File: src/rtl/kmeans_ctrl_pkg.sv
// Shared types for the k-means iteration controller: FSM state encoding, error codes
// and small state-classification helpers.
package kmeans_ctrl_pkg;

    typedef enum logic [3:0] {
        ST_IDLE        = 4'd0,
        ST_INIT_START  = 4'd1,
        ST_INIT_WAIT   = 4'd2,
        ST_MAP_START   = 4'd3,
        ST_MAP_WAIT    = 4'd4,
        ST_MERGE_START = 4'd5,
        ST_MERGE_WAIT  = 4'd6,
        ST_CHECK       = 4'd7,
        ST_FINISH      = 4'd8,
        ST_ERROR       = 4'd9
    } state_t;

    typedef enum logic [1:0] {
        ERR_NONE    = 2'b00,
        ERR_WCNT    = 2'b01,
        ERR_TIMEOUT = 2'b10,
        ERR_RSVD    = 2'b11
    } err_code_t;

    function automatic logic is_start_state(state_t s);
        return s inside {ST_INIT_START, ST_MAP_START, ST_MERGE_START};
    endfunction

    function automatic logic is_wait_state(state_t s);
        return s inside {ST_INIT_WAIT, ST_MAP_WAIT, ST_MERGE_WAIT};
    endfunction

    // Only the three resting states accept a new run.
    function automatic logic is_busy_state(state_t s);
        return !(s inside {ST_IDLE, ST_FINISH, ST_ERROR});
    endfunction

endpackage

File: src/rtl/kmeans_iter_ctrl_if.sv
// Handshake bundle between the iteration controller (master) and the merge/mapper
// datapath plus host (slave).
interface kmeans_iter_ctrl_if #(
    parameter int ITER_BITS = 8
);

    logic                 i_go;
    logic [ITER_BITS-1:0] i_max_iter;
    logic                 i_converged;
    logic                 o_map_start;
    logic                 i_map_done;
    logic                 o_merge_init;
    logic                 o_merge_start;
    logic                 i_merge_done;
    logic                 i_centre_we;
    logic                 o_busy;
    logic                 o_done;
    logic [ITER_BITS-1:0] o_iter;
    logic                 o_error;
    logic [1:0]           o_err_code;

    modport master (
        input  i_go,
        input  i_max_iter,
        input  i_converged,
        input  i_map_done,
        input  i_merge_done,
        input  i_centre_we,
        output o_map_start,
        output o_merge_init,
        output o_merge_start,
        output o_busy,
        output o_done,
        output o_iter,
        output o_error,
        output o_err_code
    );

    modport slave (
        output i_go,
        output i_max_iter,
        output i_converged,
        output i_map_done,
        output i_merge_done,
        output i_centre_we,
        input  o_map_start,
        input  o_merge_init,
        input  o_merge_start,
        input  o_busy,
        input  o_done,
        input  o_iter,
        input  o_error,
        input  o_err_code
    );

endinterface

File: src/rtl/phase_watchdog.sv
// Cycle watchdog for one wait phase: cleared before the phase, counts while enabled and
// flags expiry on the TIMEOUT-th enabled cycle.
module phase_watchdog #(
    parameter int TIMEOUT = 65535,
    parameter int TO_BITS = 16
) (
    input  logic clock,
    input  logic reset,
    input  logic clear_i,
    input  logic enable_i,
    output logic expired_o
);

    // Holding count N-1 means the current enabled cycle is the N-th one.
    localparam logic [TO_BITS-1:0] LAST = TO_BITS'(TIMEOUT - 1);

    logic [TO_BITS-1:0] cnt_q, cnt_d;

    always_comb begin
        cnt_d = cnt_q;
        if (clear_i) begin
            cnt_d = '0;
        end else if (enable_i && (cnt_q != LAST)) begin
            cnt_d = cnt_q + 1'b1;
        end
    end

    // NOTE: sequential state is updated only with non-blocking assignments so every
    // register samples the pre-edge values of the others.
    always_ff @(posedge clock or posedge reset) begin
        if (reset) begin
            cnt_q <= '0;
        end else begin
            cnt_q <= cnt_d;
        end
    end

    assign expired_o = enable_i && (cnt_q == LAST);

endmodule

File: src/rtl/kmeans_iter_ctrl.sv
// k-means run sequencer: init merge pass, then map + centre-update passes until the
// iteration limit or convergence, with per-pass write audit and phase watchdog.
module kmeans_iter_ctrl
    import kmeans_ctrl_pkg::*;
#(
    parameter int K         = 10,
    parameter int ADDR_BITS = 4,
    parameter int ITER_BITS = 8,
    parameter int TIMEOUT   = 65535,
    parameter int TO_BITS   = 16
) (
    input  logic               clock,
    input  logic               reset,
    kmeans_iter_ctrl_if.master bus
);

    localparam logic [ADDR_BITS-1:0] WCNT_TARGET = ADDR_BITS'(K);
    localparam logic [ADDR_BITS-1:0] WCNT_SAT    = ADDR_BITS'(K + 1);

    state_t               state_q, state_d;
    logic [ITER_BITS-1:0] max_iter_q, max_iter_d;
    logic [ITER_BITS-1:0] iter_q, iter_d, iter_inc;
    logic [ADDR_BITS-1:0] wcnt_q, wcnt_d, wcnt_final;
    err_code_t            err_q, err_d;
    logic                 wcnt_ok;
    logic                 wd_clear, wd_enable, wd_expired;

    logic map_start_q;
    logic merge_start_q;
    logic merge_init_q;
    logic busy_q;
    logic done_q;
    logic error_q;

    phase_watchdog #(
        .TIMEOUT (TIMEOUT),
        .TO_BITS (TO_BITS)
    ) u_watchdog (
        .clock     (clock),
        .reset     (reset),
        .clear_i   (wd_clear),
        .enable_i  (wd_enable),
        .expired_o (wd_expired)
    );

    // Every *_WAIT is entered from its *_START, so clearing in START is clearing on entry.
    assign wd_clear  = is_start_state(state_q);
    assign wd_enable = is_wait_state(state_q);
    assign iter_inc  = iter_q + 1'b1;

    // A write strobe in the done cycle still belongs to the pass being audited.
    always_comb begin
        wcnt_final = wcnt_q;
        if (bus.i_centre_we && (wcnt_q != WCNT_SAT)) begin
            wcnt_final = wcnt_q + 1'b1;
        end
    end

    assign wcnt_ok = (wcnt_final == WCNT_TARGET);

    // NOTE: every variable gets a default at the top of the block, so no path through
    // the case statement can leave one unassigned and infer a latch.
    always_comb begin
        state_d    = state_q;
        max_iter_d = max_iter_q;
        iter_d     = iter_q;
        err_d      = err_q;
        wcnt_d     = wcnt_q;

        if (is_start_state(state_q)) begin
            wcnt_d = '0;
        end else if (state_q inside {ST_INIT_WAIT, ST_MERGE_WAIT}) begin
            wcnt_d = wcnt_final;
        end

        case (state_q)
            ST_IDLE, ST_FINISH, ST_ERROR: begin
                if (bus.i_go) begin
                    state_d    = ST_INIT_START;
                    max_iter_d = bus.i_max_iter;
                    iter_d     = '0;
                    err_d      = ERR_NONE;
                end
            end

            ST_INIT_START: state_d = ST_INIT_WAIT;

            ST_INIT_WAIT: begin
                if (bus.i_merge_done) begin
                    if (!wcnt_ok) begin
                        state_d = ST_ERROR;
                        err_d   = ERR_WCNT;
                    end else if (max_iter_q == '0) begin
                        state_d = ST_FINISH;
                    end else begin
                        state_d = ST_MAP_START;
                    end
                end else if (wd_expired) begin
                    state_d = ST_ERROR;
                    err_d   = ERR_TIMEOUT;
                end
            end

            ST_MAP_START: state_d = ST_MAP_WAIT;

            ST_MAP_WAIT: begin
                if (bus.i_map_done) begin
                    state_d = ST_MERGE_START;
                end else if (wd_expired) begin
                    state_d = ST_ERROR;
                    err_d   = ERR_TIMEOUT;
                end
            end

            ST_MERGE_START: state_d = ST_MERGE_WAIT;

            ST_MERGE_WAIT: begin
                if (bus.i_merge_done) begin
                    if (!wcnt_ok) begin
                        state_d = ST_ERROR;
                        err_d   = ERR_WCNT;
                    end else begin
                        state_d = ST_CHECK;
                    end
                end else if (wd_expired) begin
                    state_d = ST_ERROR;
                    err_d   = ERR_TIMEOUT;
                end
            end

            ST_CHECK: begin
                iter_d = iter_inc;
                if ((iter_inc == max_iter_q) || bus.i_converged) begin
                    state_d = ST_FINISH;
                end else begin
                    state_d = ST_MAP_START;
                end
            end

            default: state_d = ST_IDLE;
        endcase
    end

    // NOTE: outputs are registered from the next state, so they change on the same edge
    // as the state register yet never glitch through a state decode.
    always_ff @(posedge clock or posedge reset) begin
        if (reset) begin
            state_q       <= ST_IDLE;
            max_iter_q    <= '0;
            iter_q        <= '0;
            wcnt_q        <= '0;
            err_q         <= ERR_NONE;
            map_start_q   <= 1'b0;
            merge_start_q <= 1'b0;
            merge_init_q  <= 1'b0;
            busy_q        <= 1'b0;
            done_q        <= 1'b0;
            error_q       <= 1'b0;
        end else begin
            state_q       <= state_d;
            max_iter_q    <= max_iter_d;
            iter_q        <= iter_d;
            wcnt_q        <= wcnt_d;
            err_q         <= err_d;
            map_start_q   <= (state_d == ST_MAP_START);
            merge_start_q <= (state_d inside {ST_INIT_START, ST_MERGE_START});
            merge_init_q  <= (state_d inside {ST_INIT_START, ST_INIT_WAIT});
            busy_q        <= is_busy_state(state_d);
            done_q        <= (state_d == ST_FINISH) && (state_q != ST_FINISH);
            error_q       <= (state_d == ST_ERROR);
        end
    end

    assign bus.o_map_start   = map_start_q;
    assign bus.o_merge_start = merge_start_q;
    assign bus.o_merge_init  = merge_init_q;
    assign bus.o_busy        = busy_q;
    assign bus.o_done        = done_q;
    assign bus.o_iter        = iter_q;
    assign bus.o_error       = error_q;
    assign bus.o_err_code    = err_q;

endmodule

File: src/flat_wrapper.sv
// flat-port wrapper written by rule: the top's interface ports become plain ports
module kmeans_iter_ctrl_flat import kmeans_ctrl_pkg::*;
#(
    parameter int K         = 10,
    parameter int ADDR_BITS = 4,
    parameter int ITER_BITS = 8,
    parameter int TIMEOUT   = 65535,
    parameter int TO_BITS   = 16
)
  (clock, reset, bus_i_go, bus_i_max_iter, bus_i_converged, bus_i_map_done, bus_i_merge_done, bus_i_centre_we, bus_o_map_start, bus_o_merge_init, bus_o_merge_start, bus_o_busy, bus_o_done, bus_o_iter, bus_o_error, bus_o_err_code);
  kmeans_iter_ctrl_if #(.ITER_BITS(ITER_BITS)) bus_i ();
  input  logic clock;
  input  logic reset;
  input wire logic [$bits(bus_i.i_go)-1:0] bus_i_go;
  input wire logic [$bits(bus_i.i_max_iter)-1:0] bus_i_max_iter;
  input wire logic [$bits(bus_i.i_converged)-1:0] bus_i_converged;
  input wire logic [$bits(bus_i.i_map_done)-1:0] bus_i_map_done;
  input wire logic [$bits(bus_i.i_merge_done)-1:0] bus_i_merge_done;
  input wire logic [$bits(bus_i.i_centre_we)-1:0] bus_i_centre_we;
  output wire logic [$bits(bus_i.o_map_start)-1:0] bus_o_map_start;
  output wire logic [$bits(bus_i.o_merge_init)-1:0] bus_o_merge_init;
  output wire logic [$bits(bus_i.o_merge_start)-1:0] bus_o_merge_start;
  output wire logic [$bits(bus_i.o_busy)-1:0] bus_o_busy;
  output wire logic [$bits(bus_i.o_done)-1:0] bus_o_done;
  output wire logic [$bits(bus_i.o_iter)-1:0] bus_o_iter;
  output wire logic [$bits(bus_i.o_error)-1:0] bus_o_error;
  output wire logic [$bits(bus_i.o_err_code)-1:0] bus_o_err_code;
  assign bus_i.i_go = bus_i_go;
  assign bus_i.i_max_iter = bus_i_max_iter;
  assign bus_i.i_converged = bus_i_converged;
  assign bus_i.i_map_done = bus_i_map_done;
  assign bus_i.i_merge_done = bus_i_merge_done;
  assign bus_i.i_centre_we = bus_i_centre_we;
  assign bus_o_map_start = bus_i.o_map_start;
  assign bus_o_merge_init = bus_i.o_merge_init;
  assign bus_o_merge_start = bus_i.o_merge_start;
  assign bus_o_busy = bus_i.o_busy;
  assign bus_o_done = bus_i.o_done;
  assign bus_o_iter = bus_i.o_iter;
  assign bus_o_error = bus_i.o_error;
  assign bus_o_err_code = bus_i.o_err_code;
  kmeans_iter_ctrl #(.K(K), .ADDR_BITS(ADDR_BITS), .ITER_BITS(ITER_BITS), .TIMEOUT(TIMEOUT), .TO_BITS(TO_BITS)) u_core (.clock(clock), .reset(reset), .bus(bus_i));
endmodule
File: config.mk
export PLATFORM = sky130hd
export DESIGN_NAME = kmeans_iter_ctrl_flat
export DESIGN_NICKNAME = d
export VERILOG_FILES = /design/src/rtl/kmeans_ctrl_pkg.sv /design/src/rtl/kmeans_iter_ctrl_if.sv /design/src/rtl/phase_watchdog.sv /design/src/rtl/kmeans_iter_ctrl.sv /design/src/flat_wrapper.sv
export SDC_FILE = /design/constraint.sdc
export NUM_CORES = 1
export LEC_CHECK = 0
export CAP_MARGIN = 40
export CORE_MARGIN = 3
export CORE_UTILIZATION = 51
export CTS_CLUSTER_DIAMETER = 50
export CTS_CLUSTER_SIZE = 8
export DETAILED_ROUTE_END_ITERATION = 10
export MAX_ROUTING_LAYER = met4
export PLACE_DENSITY = 0.84
export SYNTH_ARGS = -nofsm -noshare
export SYNTH_HDL_FRONTEND = slang
export SYNTH_HIERARCHICAL = 1
export SYNTH_SLANG_ARGS = --single-unit
File: constraint.sdc
create_clock -name clock -period 2.5 [get_ports clock]
set_input_delay 0.5 -clock clock [delete_from_list [all_inputs] [get_ports clock]]
set_output_delay 0.5 -clock clock [all_outputs]
set_load 0.03 [all_outputs]
### Word-level counts from Yosys, hierarchy flattened

Index checks and enable logic that the tools add are counted.

| cells by class | value |
|---|---|
| add/sub/neg operators | 3 |
| equal/unequal tests | 24 |
| mux-type cells | 23 |
| reductions and logical operators | 24 |

Operator list:

| cell | number |
|---|---|
| $mux 4 | 12 |
| $mux 16 | 2 |
| $pmux 4 s8 | 1 |
| $eq 4x3->1 const B | 5 |
| $eq 4x4->1 const B | 5 |
| $add 16x1->16 const B | 1 |
| $eq 16x16->1 const B | 1 |
| $eq 4x2->1 const B | 4 |
| $ne 16x16->1 const B | 1 |
| $pmux 8 s2 | 1 |
| $reduce_bool 2->1 | 6 |
| $reduce_bool 3->1 | 4 |
| $mux 2 | 5 |
| $add 8x1->8 const B | 1 |
| $eq 4x1->1 const B | 2 |
| $eq 8x8->1 | 1 |
| $logic_not 4->1 | 2 |
| $logic_not 8->1 | 1 |
| $mux 8 | 1 |
| $ne 4x4->1 const B | 2 |
| $pmux 2 s3 | 1 |
| $add 4x1->4 const B | 1 |
| $logic_and 1x1->1 | 4 |
| $ne 2x2->1 const B | 2 |
| other kinds (7) | 8 |

| word-level totals | value |
|---|---|
| flip-flop bits (word level) | 48 |
| input port bits | 15 |
| output and inout bits | 16 |
| word-level logic and storage cells | 86 |

### Logic depth before layout (Yosys ltp)

Gate-level depths: netlist (run 1).

| logic depth | value |
|---|---|
| depth in word-level cells | 10 |
| gate-level depth with buffers | 11 |
| depth with buffers taken out | 11 |

### Cells and area by module

The synthesis (run 1) kept the hierarchy.

By module, submodules not included:

| module | times used | cells an instance | area each (µm²) | sequential area each (µm²) |
|---|---|---|---|---|
| kmeans_iter_ctrl | 1 | 216 | 1871.8 | 800.8 |
| phase_watchdog | 1 | 94 | 937.1 | 400.4 |

### Least setup slack after synthesis (run 1)

No wires, ideal clock.

| path | value |
|---|---|
| path type | flip-flop to flip-flop |
| start | register u_core.u_watchdog.cnt_q[0] |
| end | register u_core.map_start_q (netlist: u_core/bus.o_map_start) |
| library setup time | 0.122 ns |
| arrival | 2.476 ns |
| required time | 2.378 ns |
| path slack | -0.098 ns |
| stages on the path, launching flop included | 12 |
| buffers on the path | 0 |
| period minus slack after synthesis | 2.598 ns |
| path through | dfrtp_1 > inv_1 > ha_1 > nand4_1 > nor3_1 > and3_1 > or2_2 > o21a_1 > and2_1 > a2111oi_2 > o31ai_1 > nor4b_1 |

| between the ends | value |
|---|---|
| longest elaborated chain between the ends | 6 |
| elaborated cells on any way between the ends | 8 |
| classes of those cells | 2 x eq/ne; 5 x mux; 1 x reduce/logical |

RTL lines:

| what | line | RTL |
|---|---|---|
| start: declaration | phase_watchdog.sv:17 | `logic [TO_BITS-1:0] cnt_q, cnt_d;` |
| start signal: assignment | phase_watchdog.sv:34 | `cnt_q <= cnt_d;` |
| $eq 16x16->1 * | phase_watchdog.sv:38 | `assign expired_o = enable_i && (cnt_q == LAST);` |
| $logic_and 1x1->1 * | phase_watchdog.sv:38 |  |
| via u_core.wd_expired | kmeans_iter_ctrl.sv:26 | `logic wd_clear, wd_enable, wd_expired;` |
| $mux 4 * | kmeans_iter_ctrl.sv:98, kmeans_iter_ctrl.sv:109, kmeans_iter_ctrl.sv:125 |  |
| $mux 4 (on tied branches) | kmeans_iter_ctrl.sv:118, kmeans_iter_ctrl.sv:89, kmeans_iter_ctrl.sv:107 |  |
| $pmux 4 s8 * | kmeans_iter_ctrl.sv:76 | `case (state_q)` |
| via u_core.state_d[0] | kmeans_iter_ctrl.sv:20 | `state_t state_q, state_d;` |
| $eq 4x2->1 * | kmeans_iter_ctrl.sv:165 | `map_start_q <= (state_d == ST_MAP_START);` |
| end signal: assignment | kmeans_iter_ctrl.sv:165 |  |
| end: declaration | kmeans_iter_ctrl.sv:28 | `logic map_start_q;` |

The timed path passes the listed nets; every way through them passes the cells marked *.
A chain may end at the register's enable or synchronous reset.

### Final worst setup path (run 1)

| path | value |
|---|---|
| start | register u_core.iter_q[1] (netlist: u_core/bus.o_iter[1]) |
| end | register u_core.error_q (netlist: u_core/bus.o_error) |

| between the ends | value |
|---|---|
| longest elaborated chain between the ends | 6 |

RTL lines:

| what | line | RTL |
|---|---|---|
| start: declaration | kmeans_iter_ctrl.sv:22 | `logic [ITER_BITS-1:0] iter_q, iter_d, iter_inc;` |
| start signal: assignment | kmeans_iter_ctrl.sv:162 | `iter_q <= iter_d;` |
| $add 8x1->8 | kmeans_iter_ctrl.sv:49 | `assign iter_inc = iter_q + 1'b1;` |
| $eq 8x8->1 | kmeans_iter_ctrl.sv:133 | `if ((iter_inc == max_iter_q) \|\| bus.i_converged) begin` |
| $logic_or 1x1->1 | kmeans_iter_ctrl.sv:133 |  |
| $mux 4 | kmeans_iter_ctrl.sv:133 |  |
| $pmux 4 s8 | kmeans_iter_ctrl.sv:76 |  |
| via u_core.state_d[3] | kmeans_iter_ctrl.sv:20 |  |
| $eq 4x4->1 | kmeans_iter_ctrl.sv:170 | `error_q <= (state_d == ST_ERROR);` |
| end signal: assignment | kmeans_iter_ctrl.sv:170 |  |
| end: declaration | kmeans_iter_ctrl.sv:33 | `logic error_q;` |

The timed path passes the listed nets, and every way through them passes these cells.

==> run_results.csv, run 1 <==
group,metric,value,unit
hold_path,hold_path_end,"u_core/max_iter_q[0]",
power_and_ir_drop,total_leakage_power,1.54,nW
power_and_ir_drop,p_total,0.00342,W
final_layout,diodes,0,
critical_path,end_kind,"flop",
place,hpwlAfterDp,4930,um
timing,timing.fmax,412,MHz
critical_path,crit_arrival,2650,ps
routing,vias_per_cell,5.73,
critical_path,timing.rr.start,"u_core/bus.o_iter[1]",
power_and_ir_drop,ir_drop,0.666,mV
floorplanning,die_y,80.2,um
hold_path,min_path_cells,2,
critical_path,criticalPathCategory,"reg2reg",
routing,drt_iter0_markers,147,
final_layout,drive_above_1_share,20.3,%
timing,rsz0062_at_grt,"yes",
routing,dr.pass1.iters,4,
floorplanning,rows,26,
timing,max_slew_margin,58.1,%
synth,synth_top_area_cell,"dfrtp_1",
power_and_ir_drop,p_per_area,952,nW/um^2
clock_tree,ctsHoldBuffers,0,
routing,drc_errors,0,
synth,netlist_instances,310,
clock_tree,cts-root-buf,"clkbuf_8",
timing,setup_viol,0,
flow_run,maxCapViolCount,0,
critical_path,cp_max_fo,6,
place,port_buffers,30,
synth,synth_common_cells,"50 x nand2_1, 48 x dfrtp_1, 26 x a21oi_1, 20 x nor2_1, 16 x o21ai_0",
routing,ant_nets,0,
synth,ys_warn_count,6,
routing,totalWireLength,6980,um
synth,avgSynthCellArea,9.06,um^2
timing,finalClockSkew,5.83,ps
synth,yosysSeqAreaShare,42.8,%
hold_path,hold_start,"u_core/max_iter_q[0]",
global_route,grt_first_pass_wirelength,11300,um
hold_path,hp-class,"reg2reg",
timing,tightest_slew,628,ps
critical_path,worstSetupStartpointType,"flop",
synth,synth_flop_cell,"dfrtp_1",
floorplanning,fp.dieW,80.2,um
final_layout,nets,393,
critical_path,r2r-end,"u_core/bus.o_error",
synth,synth_nets,329,
global_route,grt_max_degree,33,
routing,routedWlPerCell,15.7,um
clock_tree,cts_tree,"yes",
timing,period_share,97.0,%
run_status,status,"completed",
synth,ys_seq_elements,48,
floorplanning,initial_core_util,54.0,%
timing,worst_slack,74.8,ps
synth,syn_area,2810,um^2
final_layout,area_delta_synth_final,28.0,%
synth,synth_enable_flop_cells,0,
synth,synth_area_leaders,"dfrtp_1 43%, nand2_1 6.7%, a21oi_1 4.6%",
final_layout,multiInputGateArea,1590,um^2
final_layout,fillers,397,
final_layout,regArea,1200,um^2
clock_tree,clk_latency,300,ps
timing,drv_slew,0,
timing,min_period,2430,ps
critical_path,rrSetupSlack,70,ps
global_route,antenna_found_initial,0,
synth,ys_async_sr_fraction,100,%
synth,yosysUniqueCellTypes,55,
routing,via_count,2548,
critical_path,cp-startpoint,"u_core/bus.o_iter[1]",
clock_tree,htree_levels,2,
clock_tree,cts_sinks,48,
synth,synth_most_common_cell,"nand2_1",
critical_path,reg2reg_depth,8,
critical_path,required,2720,ps
global_route,overflow,0,
clock_tree,tritoncts.num_buffers,5,
place,place_ws,-106,ps
clock_tree,clockBufferDepth,2,
timing,hold_viol,0,
floorplanning,boundaryPins,31,
floorplanning,dieArea,6430,um^2
global_route,grt_pass1_vias,2471,
global_route,track_usage,23.4,%
floorplanning,core_area,5200,um^2
synth,yosys.area.top_type_share,42.8,%
clock_tree,path_clk_slew,90,ps
place,gp_congestion,0.888,
## layout by cell type (no fill, tap or decap), types with 3 or more instances in the layout
| master | n |
|---|---|
| o22ai_1 | 3 |
| and3_1 | 3 |
| a21oi_1 | 25 |
| nand4_1 | 4 |
| nand3_1 | 9 |
| clkdlybuf4s50_1 | 30 |
| ha_1 | 3 |
| nor3_1 | 3 |
| xnor2_1 | 12 |
| clkbuf_8 | 6 |
| o21ai_1 | 4 |
| nor2b_1 | 5 |
| nand2b_1 | 5 |
| o31ai_1 | 12 |
| o21ai_0 | 16 |
| or2_2 | 4 |
| nand2_1 | 50 |
| dfrtp_1 | 48 |
| buf_4 | 35 |
| inv_1 | 9 |
| or3_1 | 5 |
| and2_1 | 3 |
| xor2_1 | 3 |
| or4_1 | 8 |
| nor2_1 | 20 |
## layout make-up
| class | count | area share [%] |
|---|---|---|
| Inverter | 10 | 1.04 |
| Sequential cell | 48 | 33.4 |
| Tap cell | 70 | 2.44 |
| Timing Repair Buffer | 67 | 16.3 |
| Clock inverter | 2 | 0.278 |
| Multi-Input combinational cell | 242 | 44.3 |
| Clock buffer | 6 | 2.30 |
## sequential cells by signal, summed over array words and instances (netlist names)
| signal | flops |
|---|---|
| u_core/bus.o_iter | 8 |
| u_core/state_q | 4 |
| u_core/bus.o_busy | 1 |
| u_core/bus.o_map_start | 1 |
| u_core/bus.o_error | 1 |
| u_core/bus.o_done | 1 |
| u_core/u_watchdog/cnt_q | 16 |
| u_core/wcnt_q | 4 |
| u_core/max_iter_q | 8 |
| u_core/bus.o_err_code | 2 |
| u_core/bus.o_merge_init | 1 |
| u_core/bus.o_merge_start | 1 |
## per-stage QoR
step                      instance area [um^2]  utilization [%]  std cells  TNS [ps]  hold slack [ps]
after floorplan                           2830                -        310         0              414
after global placement                    3370             64.8        428      -111              518
after detailed placement                  3370             64.8        428      -399              528
after CTS                                 3540             68.0        444         0              551
after global routing                      3600             69.1        445      -101              579
final                                     3600             69.1        445         0              544
## how the worst max path moves through the flow
stage                                   end  slack, ps  cells after the start
finish                   u_core/bus.o_error         70                      8
global route        u_core/bus.o_merge_init        -60                     12
CTS                      u_core/bus.o_error         10                      8
detailed placement   u_core/bus.o_map_start       -110                      8
global placement     u_core/bus.o_map_start        -50                      8
floorplan                 u_core/bus.o_busy         30                      7
## per-layer routing
layer  wire (um)  track usage, %  part of all wire [%]
met1        3050            29.3                    44
met5           0               -                     0
met2        3470            36.1                    50
met3         329            5.38                   4.7
met4         133            10.6                   1.9
## where the power goes
group | total [W] | leakage [nW] | internal, W | switching, W
clock network | 0.000482 | 0.0510 | 0.000221 | 0.000261
registers | 0.00109 | 0.645 | 0.000953 | 0.000141
logic | 0.00185 | 0.846 | 0.000813 | 0.00104
## critical path, stage by stage, from the launching register on
cell	delay, ps
dfrtp_1	430
ha_2	350
xnor2_1	110
nand2_1	70
or4_4	490
nor4_4	280
a221o_2	330
buf_4	140
nor2b_1	150
## kinds of logic after synthesis
| kind of cell | share of synthesized area (%) |
|---|---|
| multiplexers | 1.29 |
| XOR/XNOR | 4.68 |
| AO/OA/AOI/OAI | 18.5 |
| AND/OR/NAND/NOR | 27.6 |
| adder cells (fa/ha/maj) | 1.78 |
| flip-flops | 42.8 |
| buffers and inverters | 3.43 |
## repair_timing
action | CTS | global route
pin swaps | 3 | 5
setup endpoints to repair | 2 | 19
buffers inserted | 8 | 1
endpoints found under the hold margin | 0 | 0
resized for setup | 5 | 10
(Power assumes the default switching activity.)
==> run 2, diff against run 1 <==
--- a/config.mk
+++ b/config.mk
@@ -8,6 +8,7 @@
 export CAP_MARGIN = 40
 export CORE_MARGIN = 3
 export CORE_UTILIZATION = 51
+export CTS_BUF_LIST = sky130_fd_sc_hd__clkbuf_16
 export CTS_CLUSTER_DIAMETER = 50
 export CTS_CLUSTER_SIZE = 8
 export DETAILED_ROUTE_END_ITERATION = 10
@@ -15,5 +16,4 @@
 export PLACE_DENSITY = 0.84
 export SYNTH_ARGS = -nofsm -noshare
 export SYNTH_HDL_FRONTEND = slang
-export SYNTH_HIERARCHICAL = 1
 export SYNTH_SLANG_ARGS = --single-unit
==> run 2 against run 1 <==
Clock power rose by 80%; first-iteration DRC count is 24% higher; clock-buffer cell count shrank 1; worst hold slack worse by 44 ps; global-route usage decreased by 1.1 points; design area down 6.7%; via count decreased by 5.8%; register-to-register slack better by 210 ps.
==> run_results.csv, run 2 <==
group,metric,value,unit
run_status,status,"completed",
power_and_ir_drop,total_leakage_power,1.44,nW
critical_path,end_kind,"flop",
synth,synth_flop_cell,"dfrtp_1",
floorplanning,die_y,79.1,um
place,hpwlAfterDp,4690,um
timing,timing.setup.tns,0,ps
place,gp_congestion,0.940,
timing,tightest_slew,618,ps
hold_path,hp-class,"reg2reg",
global_route,grt_first_pass_wirelength,10800,um
final_layout,layout.cells.non_filler,403,
power_and_ir_drop,p_clk_share,25.5,%
clock_tree,ctsResizeCount,0,
critical_path,r2r-end,"u_core.bus.o_merge_init",
synth,yosysUniqueCellTypes,51,
routing,totalWireLength,6480,um
final_layout,fillers,422,
final_layout,largest_reg_flops,16,
clock_tree,htree_levels,2,
place,port_buffers,30,
synth,synth_top_area_cell,"dfrtp_1",
routing,via_count,2400,
place,place_ws,-74.0,ps
timing,timing.fmax,434,MHz
clock_tree,cts_sinks,48,
clock_tree,tritoncts.num_buffers,5,
synth,synth_most_common_cell,"dfrtp_1",
final_layout,drive_above_1_share,10.1,%
final_layout,mostFrequentLayoutCell,"dfrtp_1",
power_and_ir_drop,p_total,0.00340,W
routing,ant_nets,0,
critical_path,worstSetupStartpointType,"primary input",
clock_tree,clockBufferDepth,2,
routing,dr.pass1.iters,6,
global_route,overflow,0,
critical_path,timing.rr.start,"u_core.u_watchdog.cnt_q[0]",
floorplanning,rows,25,
final_layout,regMostFlops,"u_core.u_watchdog.cnt_q",
timing,rsz0062_at_grt,"no",
timing,finalClockSkew,7.84,ps
synth,synth_nets,314,
clock_tree,ctsHoldBuffers,0,
critical_path,required,2660,ps
synth,synth_enable_flop_cells,0,
timing,hold_viol,0,
timing,max_slew_margin,58.7,%
clock_tree,postCtsSetupBuffers,0,
final_layout,final_cell_mix,"48 x dfrtp_1, 34 x nor2_1, 30 x clkdlybuf4s50_1",
critical_path,crit_arrival,2460,ps
synth,synth_area_leaders,"dfrtp_1 44%, xor2_1 5.1%, nor2_1 4.7%",
floorplanning,core_area,4940,um^2
timing,min_period,2300,ps
power_and_ir_drop,p_comb_share,40.4,%
timing,period_share,92.2,%
floorplanning,boundaryPins,31,
power_and_ir_drop,p_int,0.00211,W
final_layout,diodes,0,
synth,ys_warn_count,0,
synth,yosys.area.top_type_share,44.0,%
routing,routedWlPerCell,16.1,um
floorplanning,dieArea,6260,um^2
power_and_ir_drop,p_sw_share,37.8,%
global_route,antenna_found_initial,0,
critical_path,criticalPathCategory,"in2reg",
critical_path,cp_max_fo,6,
synth,syn_area,2730,um^2
routing,drc_errors,0,
floorplanning,fp.dieW,79.1,um
synth,avgSynthCellArea,9.25,um^2
timing,drv_slew,0,
synth,yosysSeqAreaShare,44.0,%
power_and_ir_drop,p_per_area,1010,nW/um^2
clock_tree,cts-root-buf,"clkbuf_16",
synth,ys_async_sr_fraction,100,%
global_route,grt_pass1_vias,2357,
power_and_ir_drop,ir_drop,0.543,mV
critical_path,cp-startpoint,"bus_i_centre_we",
synth,ys_seq_elements,48,
critical_path,reg2reg_depth,8,
timing,worst_slack,195,ps
routing,drt_iter0_markers,182,
synth,netlist_instances,295,
clock_tree,cts_tree,"yes",
global_route,grt_max_degree,32,
power_and_ir_drop,switchingPower,0.00129,W
global_route,track_usage,22.3,%
synth,synth_common_cells,"48 x dfrtp_1, 34 x nor2_1, 25 x nand2_1, 24 x o21ai_0, 18 x nand3_1",
final_layout,nets,354,
place,dp_cells,395,
clock_tree,path_clk_slew,60,ps
clock_tree,clk_latency,290,ps
timing,setup_viol,0,
floorplanning,initial_core_util,55.2,%
flow_run,maxCapViolCount,0,
final_layout,post-route-util,67.9,%
final_layout,area_delta_synth_final,23.0,%
routing,vias_per_cell,5.96,
critical_path,crit_end,"u_core.bus.o_merge_init",
critical_path,rrSetupSlack,280,ps
power_and_ir_drop,pwr-share-seq,34.1,%
## run 2: worst min path at each step
| stage | to | depth (start not counted) | slack (ps) | from |
|---|---|---|---|---|
| after CTS | u_core.bus.o_err_code[0] | 1 | 500 | u_core.bus.o_err_code[0] |
| after global routing | u_core.bus.o_err_code[0] | 1 | 520 | u_core.bus.o_err_code[0] |
| after global placement | u_core.bus.o_err_code[0] | 1 | 490 | u_core.bus.o_err_code[0] |
| final | u_core.bus.o_err_code[0] | 1 | 500 | u_core.bus.o_err_code[0] |
| after floorplan | u_core.u_watchdog.cnt_q[9] | 2 | 500 | u_core.u_watchdog.cnt_q[9] |
| after detailed placement | u_core.bus.o_err_code[0] | 1 | 490 | u_core.bus.o_err_code[0] |
## run 2: area by class of cell
cell class	instances	area (um^2)	area share, %
tap	67	83.8	2.50
clock buffer	5	125	3.73
inverter	7	26.3	0.783
sequential	48	1200	35.8
multi-input combinational	231	1460	43.5
clock inverter	3	68.8	2.05
timing repair buffer	42	390	11.6
## run 2: power by group through the flow
stage / clock, W / combinational, W / sequential, W
after floorplan: 0 / 0.000874 / 0.00119
after global placement: 0 / 0.00131 / 0.00115
after detailed placement: 0 / 0.00135 / 0.00116
after CTS: 0.000875 / 0.00137 / 0.00115
after global routing: 0.000911 / 0.00149 / 0.00118
final: 0.000868 / 0.00137 / 0.00116
## run 2: worst max-delay path: stages
cell and delay [ps]:
clkdlybuf4s50_1 530, nand4_1 150, xnor2_1 310, o2111ai_4 220, o211a_1 320, o31ai_1 310
a2111oi_2 120
## run 2: per-layer routing
layer  track usage [%]  wire length [um]  vias up
met5                 -                 0        -
met1              28.0              2700     1149
li1                  -                 -     1146
met2              36.2              3280       94
met4              7.73                87        0
met3              4.08               405       11
## run 2: logic make-up after synthesis
kind of cell	after synthesis	share of synthesized area (%)
simple gates	125	22.8
compound gates	67	16.8
flops	48	44.0
xor+xnor	25	8.03
buf+inv	16	2.43
mux	10	4.04
fa+ha+maj	4	1.83
## run 2: stage by stage
stage	area [um^2]	hold slack (ps)
finish	3360	500
global route	3360	518
CTS	3360	503
detailed placement	3160	488
global placement	3160	489
floorplan	2730	497
==> edit 1 (flow settings as in run 1) <==
`TO_BITS` is set to 16 in 3 places; all go to 32.
--- a/src/rtl/phase_watchdog.sv
+++ b/src/rtl/phase_watchdog.sv
@@ -3,5 +3,5 @@
 module phase_watchdog #(
     parameter int TIMEOUT = 65535,
-    parameter int TO_BITS = 16
+    parameter int TO_BITS = 32
 ) (
     input  logic clock,
--- a/src/rtl/kmeans_iter_ctrl.sv
+++ b/src/rtl/kmeans_iter_ctrl.sv
@@ -8,5 +8,5 @@
     parameter int ITER_BITS = 8,
     parameter int TIMEOUT   = 65535,
-    parameter int TO_BITS   = 16
+    parameter int TO_BITS   = 32
 ) (
     input  logic               clock,
--- a/src/flat_wrapper.sv
+++ b/src/flat_wrapper.sv
@@ -6,5 +6,5 @@
     parameter int ITER_BITS = 8,
     parameter int TIMEOUT   = 65535,
-    parameter int TO_BITS   = 16
+    parameter int TO_BITS   = 32
 )
   (clock, reset, bus_i_go, bus_i_max_iter, bus_i_converged, bus_i_map_done, bus_i_merge_done, bus_i_centre_we, bus_o_map_start, bus_o_merge_init, bus_o_merge_start, bus_o_busy, bus_o_done, bus_o_iter, bus_o_error, bus_o_err_code);
Function: no difference found for any inputs over 10 cycles, from zero or initial values and one cycle with reset high; that may be too few to reach the edited logic, so the function may still have changed.
==> edit 1 against run 1 <==
The flow now finishes with violations (setup timing). Final area rose by 35%. Maximum frequency fell by 10%. Setup slack got worse by 0.27 ns. Cell count rose by 35%. Power rose by 24%. Clock power rose by 88%. Sequential share of layout area fell by 0.49 points. Critical path type unchanged. Area after synthesis rose by 33%. Routed wire length rose by 45%. Critical path depth rose by 4. Sequential cell count rose by 16. Highest routed layer unchanged. Largest power group unchanged. Largest cell class unchanged.
==> edit 1: results <==
group,metric,value,unit
global_route,grt_max_degree,33,
hold_path,hold_class,"reg -> reg",
global_route,track_usage,25.7,%
route,drt_pass1_iterations,5,
route,first_iter_violations,384,
yosys,synthArstFlopShare,100,%
route,dr_wl_met3,693,um
route,wl_per_cell,16.8,um
yosys,synth.distinct_cells,55,
yosys,ys_top_cells_by_area,"dfrtp_1, xnor2_1, nand2_1",
timing,clock_skew,0.00727,ns
status,violations,"setup timing",
route,m1WireLength,4160,um
route,post_drt_via_cell_ratio,5.96,
route,top_layer_used,"met4",
timing,tightest_slew,0.647,ns
placed_design,port_buffers,30,
placed_design,pre_cts_ws,-0.179,ns
finish,final_nets,521,
yosys,yosysTopAreaCell,"dfrtp_1",
yosys,synthTopCellsByCount,"dfrtp_1, nand2_1, nor2_1",
yosys,syn_nets,435,
pwr,peakVddDrop,405,uV
global_route,first_global_vias,3509,
placed_design,gp_congestion,0.943,
timing,timing.final.ws_setup,-0.199,ns
clock_tree,clk_path_buf_depth,2,
finish,largest_register,"u_core/u_watchdog/cnt_q",
finish,largest_reg_flops,32,
clock_tree,worst_skew_pair.late_latency,0.36,ns
global_route,grt_antenna_before_repair,0,
worst_setup_path,slowest_stage,"or4b_4",
status,run_status,"finished, violations left",
timing,setup_violations,8,
pwr,power.switching,1.73,mW
finish,fillers,481,
worst_setup_path,cp.arrival,2.99,ns
worst_setup_path,path_max_fanout,7,
yosys,ys_seq_area_share,43.0,%
route,wl_met2,4910,um
finish,drive_gt1_share,21.9,%
clock_tree,cts-buffers-inserted,9,
timing,tns,-1.17,ns
pwr,p_leak,2.06,nW
clock_tree,htreeDepth,3,
global_route,grt_pass1_wl,16800,um
placed_design,dpl.hpwl,6900,um
-- edit 1: final timing paths --
check	from	endpoint	cells past startpoint
max	u_core/u_watchdog/cnt_q[0]	u_core/bus.o_done	12
min	u_core/max_iter_q[5]	u_core/max_iter_q[5]	2
max reg2reg	u_core/u_watchdog/cnt_q[0]	u_core/bus.o_done	12
min reg2reg	u_core/max_iter_q[5]	u_core/max_iter_q[5]	2
max in group asynchronous	reset	u_core/wcnt_q[0]	3
min in group asynchronous	reset	u_core/bus.o_iter[6]	2
-- edit 1: cells by family after synthesis --
logic type	Yosys count	synth area share [%]
buffers and inverters	30	3.13
flip-flops	64	43.0
AO/OA/AOI/OAI	76	13.8
adder cells (fa/ha/maj)	4	1.34
AND/OR/NAND/NOR	206	29.8
multiplexers	6	1.78
XOR/XNOR	30	7.06
-- edit 1: layout make-up --
| type | count | share of cell area (%) |
|---|---|---|
| clock buffers | 9 | 2.55 |
| flip-flops and latches | 64 | 32.9 |
| clock inverters | 6 | 1.44 |
| repair buffers | 90 | 15.8 |
| multi-input cells | 322 | 43.6 |
| well taps | 96 | 2.47 |
| inverters | 15 | 1.16 |
-- edit 1: metal layers --
| metal | vias up | global-route usage [%] |
|---|---|---|
| li1 | 1663 | - |
| met1 | 1722 | 31.3 |
| met2 | 164 | 40.3 |
| met3 | 38 | 5.55 |
| met4 | 0 | 13.1 |
| met5 | - | - |
-- edit 1: worst max-delay path, delay by kind of cell (launching register included) --
family | cells | cell delay (ns)
compound gates | 2 | 0.40
buf+inv | 3 | 0.28
flops | 1 | 0.38
simple gates | 6 | 1.42
fa+ha+maj | 1 | 0.13
-- edit 1: timing repair --
action,CTS,global route
gates resized for setup,11,6
gates cloned,0,0
endpoints found under the setup margin,8,9
pin swaps,4,2
setup buffers,6,2
-- edit 1: metrics by stage --
step	cells	hold slack, ns	util, %	cell area, um2
6_report	602	0.543	70.1	4870
5_1_grt	602	0.577	70.1	4870
4_1_cts	600	0.538	69.4	4820
3_5_place_dp	579	0.519	65.1	4520
3_3_place_gp	579	0.512	65.1	4520
2_1_floorplan	416	0.488	-	3750
-- edit 1: power groups by stage --
stage / logic (mW) / clock network (mW) / registers [mW]
4_1_cts: 1.89 / 0.907 / 1.34
3_3_place_gp: 1.70 / 0 / 1.34
5_1_grt: 2.16 / 0.972 / 1.36
6_report: 2.01 / 0.904 / 1.34
2_1_floorplan: 1.06 / 0 / 1.46
3_5_place_dp: 1.77 / 0 / 1.36
==> edit 2 (config.mk and constraints of run 1) <==
Without the edit above. Make the reset (`reset`) synchronous in 2 clocked blocks.
--- a/src/rtl/phase_watchdog.sv
+++ b/src/rtl/phase_watchdog.sv
@@ -28,5 +28,5 @@
     // NOTE: sequential state is updated only with non-blocking assignments so every
     // register samples the pre-edge values of the others.
-    always_ff @(posedge clock or posedge reset) begin
+    always_ff @(posedge clock) begin
         if (reset) begin
             cnt_q <= '0;
--- a/src/rtl/kmeans_iter_ctrl.sv
+++ b/src/rtl/kmeans_iter_ctrl.sv
@@ -144,5 +144,5 @@
     // NOTE: outputs are registered from the next state, so they change on the same edge
     // as the state register yet never glitch through a state decode.
-    always_ff @(posedge clock or posedge reset) begin
+    always_ff @(posedge clock) begin
         if (reset) begin
             state_q       <= ST_IDLE;
Function: differs if reset is asserted again (counterexample within 4 cycles, from zero or initial values and one cycle with reset high); with reset held inactive, the same outputs for 10 cycles.
==> edit 2 against run 1 <==
Count of clock-buffer cells in the layout grew 1. Synthesized cell count grew 6.8%. Setup slack gained 0.054 ns. Via count grew 5.2%. Sequential cell count is the same. Cell count shrank 0.67%. Clock skew grew 0.0036 ns. Area after synthesis shrank 4.8%. Final area shrank 9.2%. Utilization shrank 2.2 points. Routed wire length shrank 3.1%.
Power is not compared: it rests on default switching activity, and its combinational part moved more than twofold at a synthesized area within 25%.
==> edit 2: results <==
group,metric,value,unit
status,run_status,"finished, final reports clean",
hold_path,hold_path.startpoint,"u_core/max_iter_q[1]",
route,first_iter_violations,279,
global_route,track_usage,23.6,%
worst_setup_path,path_max_fanout,4,
route,wl_per_cell,15.3,um
worst_setup_path,startpoint,"bus_i_centre_we",
timing,clock_skew,0.00945,ns
route,drt_wl_total,6760,um
hold_path,min_to,"u_core/max_iter_q[1]",
global_route,met3_usage,4.01,%
global_route,grt_pass1_wl,11400,um
placed_design,pre_cts_ws,-0.194,ns
timing,hold_slack,0.498,ns
worst_setup_path,cp.arrival,2.55,ns
yosys,ys_top_cells_by_area,"dfxtp_1, a21oi_1, nor2_1",
global_route,first_global_vias,2439,
route,post_drt_via_cell_ratio,6.06,
worst_setup_path,slowest_stage,"clkdlybuf4s50_1",
finish,drive_gt1_share,14.7,%
timing,slew_headroom,67.6,%
placed_design,dpl.hpwl,4920,um
route,wl_met2,3190,um
global_route,grt_max_degree,23,
global_route,met1_usage,31.0,%
yosys,synthTopCellsByCount,"dfxtp_1, nor2_1, nand2_1",
yosys,synthArstFlopShare,0,%
placed_design,gp_congestion,1.00,
placed_design,postPlaceCellArea,0.00316,mm2
worst_setup_path,rr_worst_depth,10,
finish,multi_input_area,0.00161,mm2
timing,period_needed,2.37,ns
yosys,syn_nets,350,
global_route,met2_usage,36.8,%
route,drt_pass1_iterations,5,
yosys,synth.distinct_cells,67,
clock_tree,cts_setup_buffers,0,
[edit 2: layout make-up]
type                    count  area share, %
well taps                  67           2.57
repair buffers             53           14.5
clock buffers               7           2.95
inverters                  11           1.26
flip-flops and latches     48           29.4
multi-input cells         256           49.3
[edit 2: power by group through the flow]
stage / Combinational, mW / Clock (mW) / Sequential [mW]
finish: 0.272 / 0.495 / 0.811
global route: 0.297 / 0.543 / 0.815
CTS: 0.266 / 0.506 / 0.810
detailed placement: 0.265 / 0 / 0.828
global placement: 0.259 / 0 / 0.827
floorplan: 0.153 / 0 / 0.839
[edit 2: cells by family (layout without fill, tap and decap cells)]
kind of cell             count (synthesis)  count (layout)  share of synthesized area [%]
buffers and inverters                   27              71                           4.72
adder cells (fa/ha/maj)                  4               4                           1.87
AND/OR/NAND/NOR                        150             150                           30.5
XOR/XNOR                                11              11                           3.60
flip-flops                              48              48                           35.9
multiplexers                             4               4                           1.54
AO/OA/AOI/OAI                           87              87                           21.8
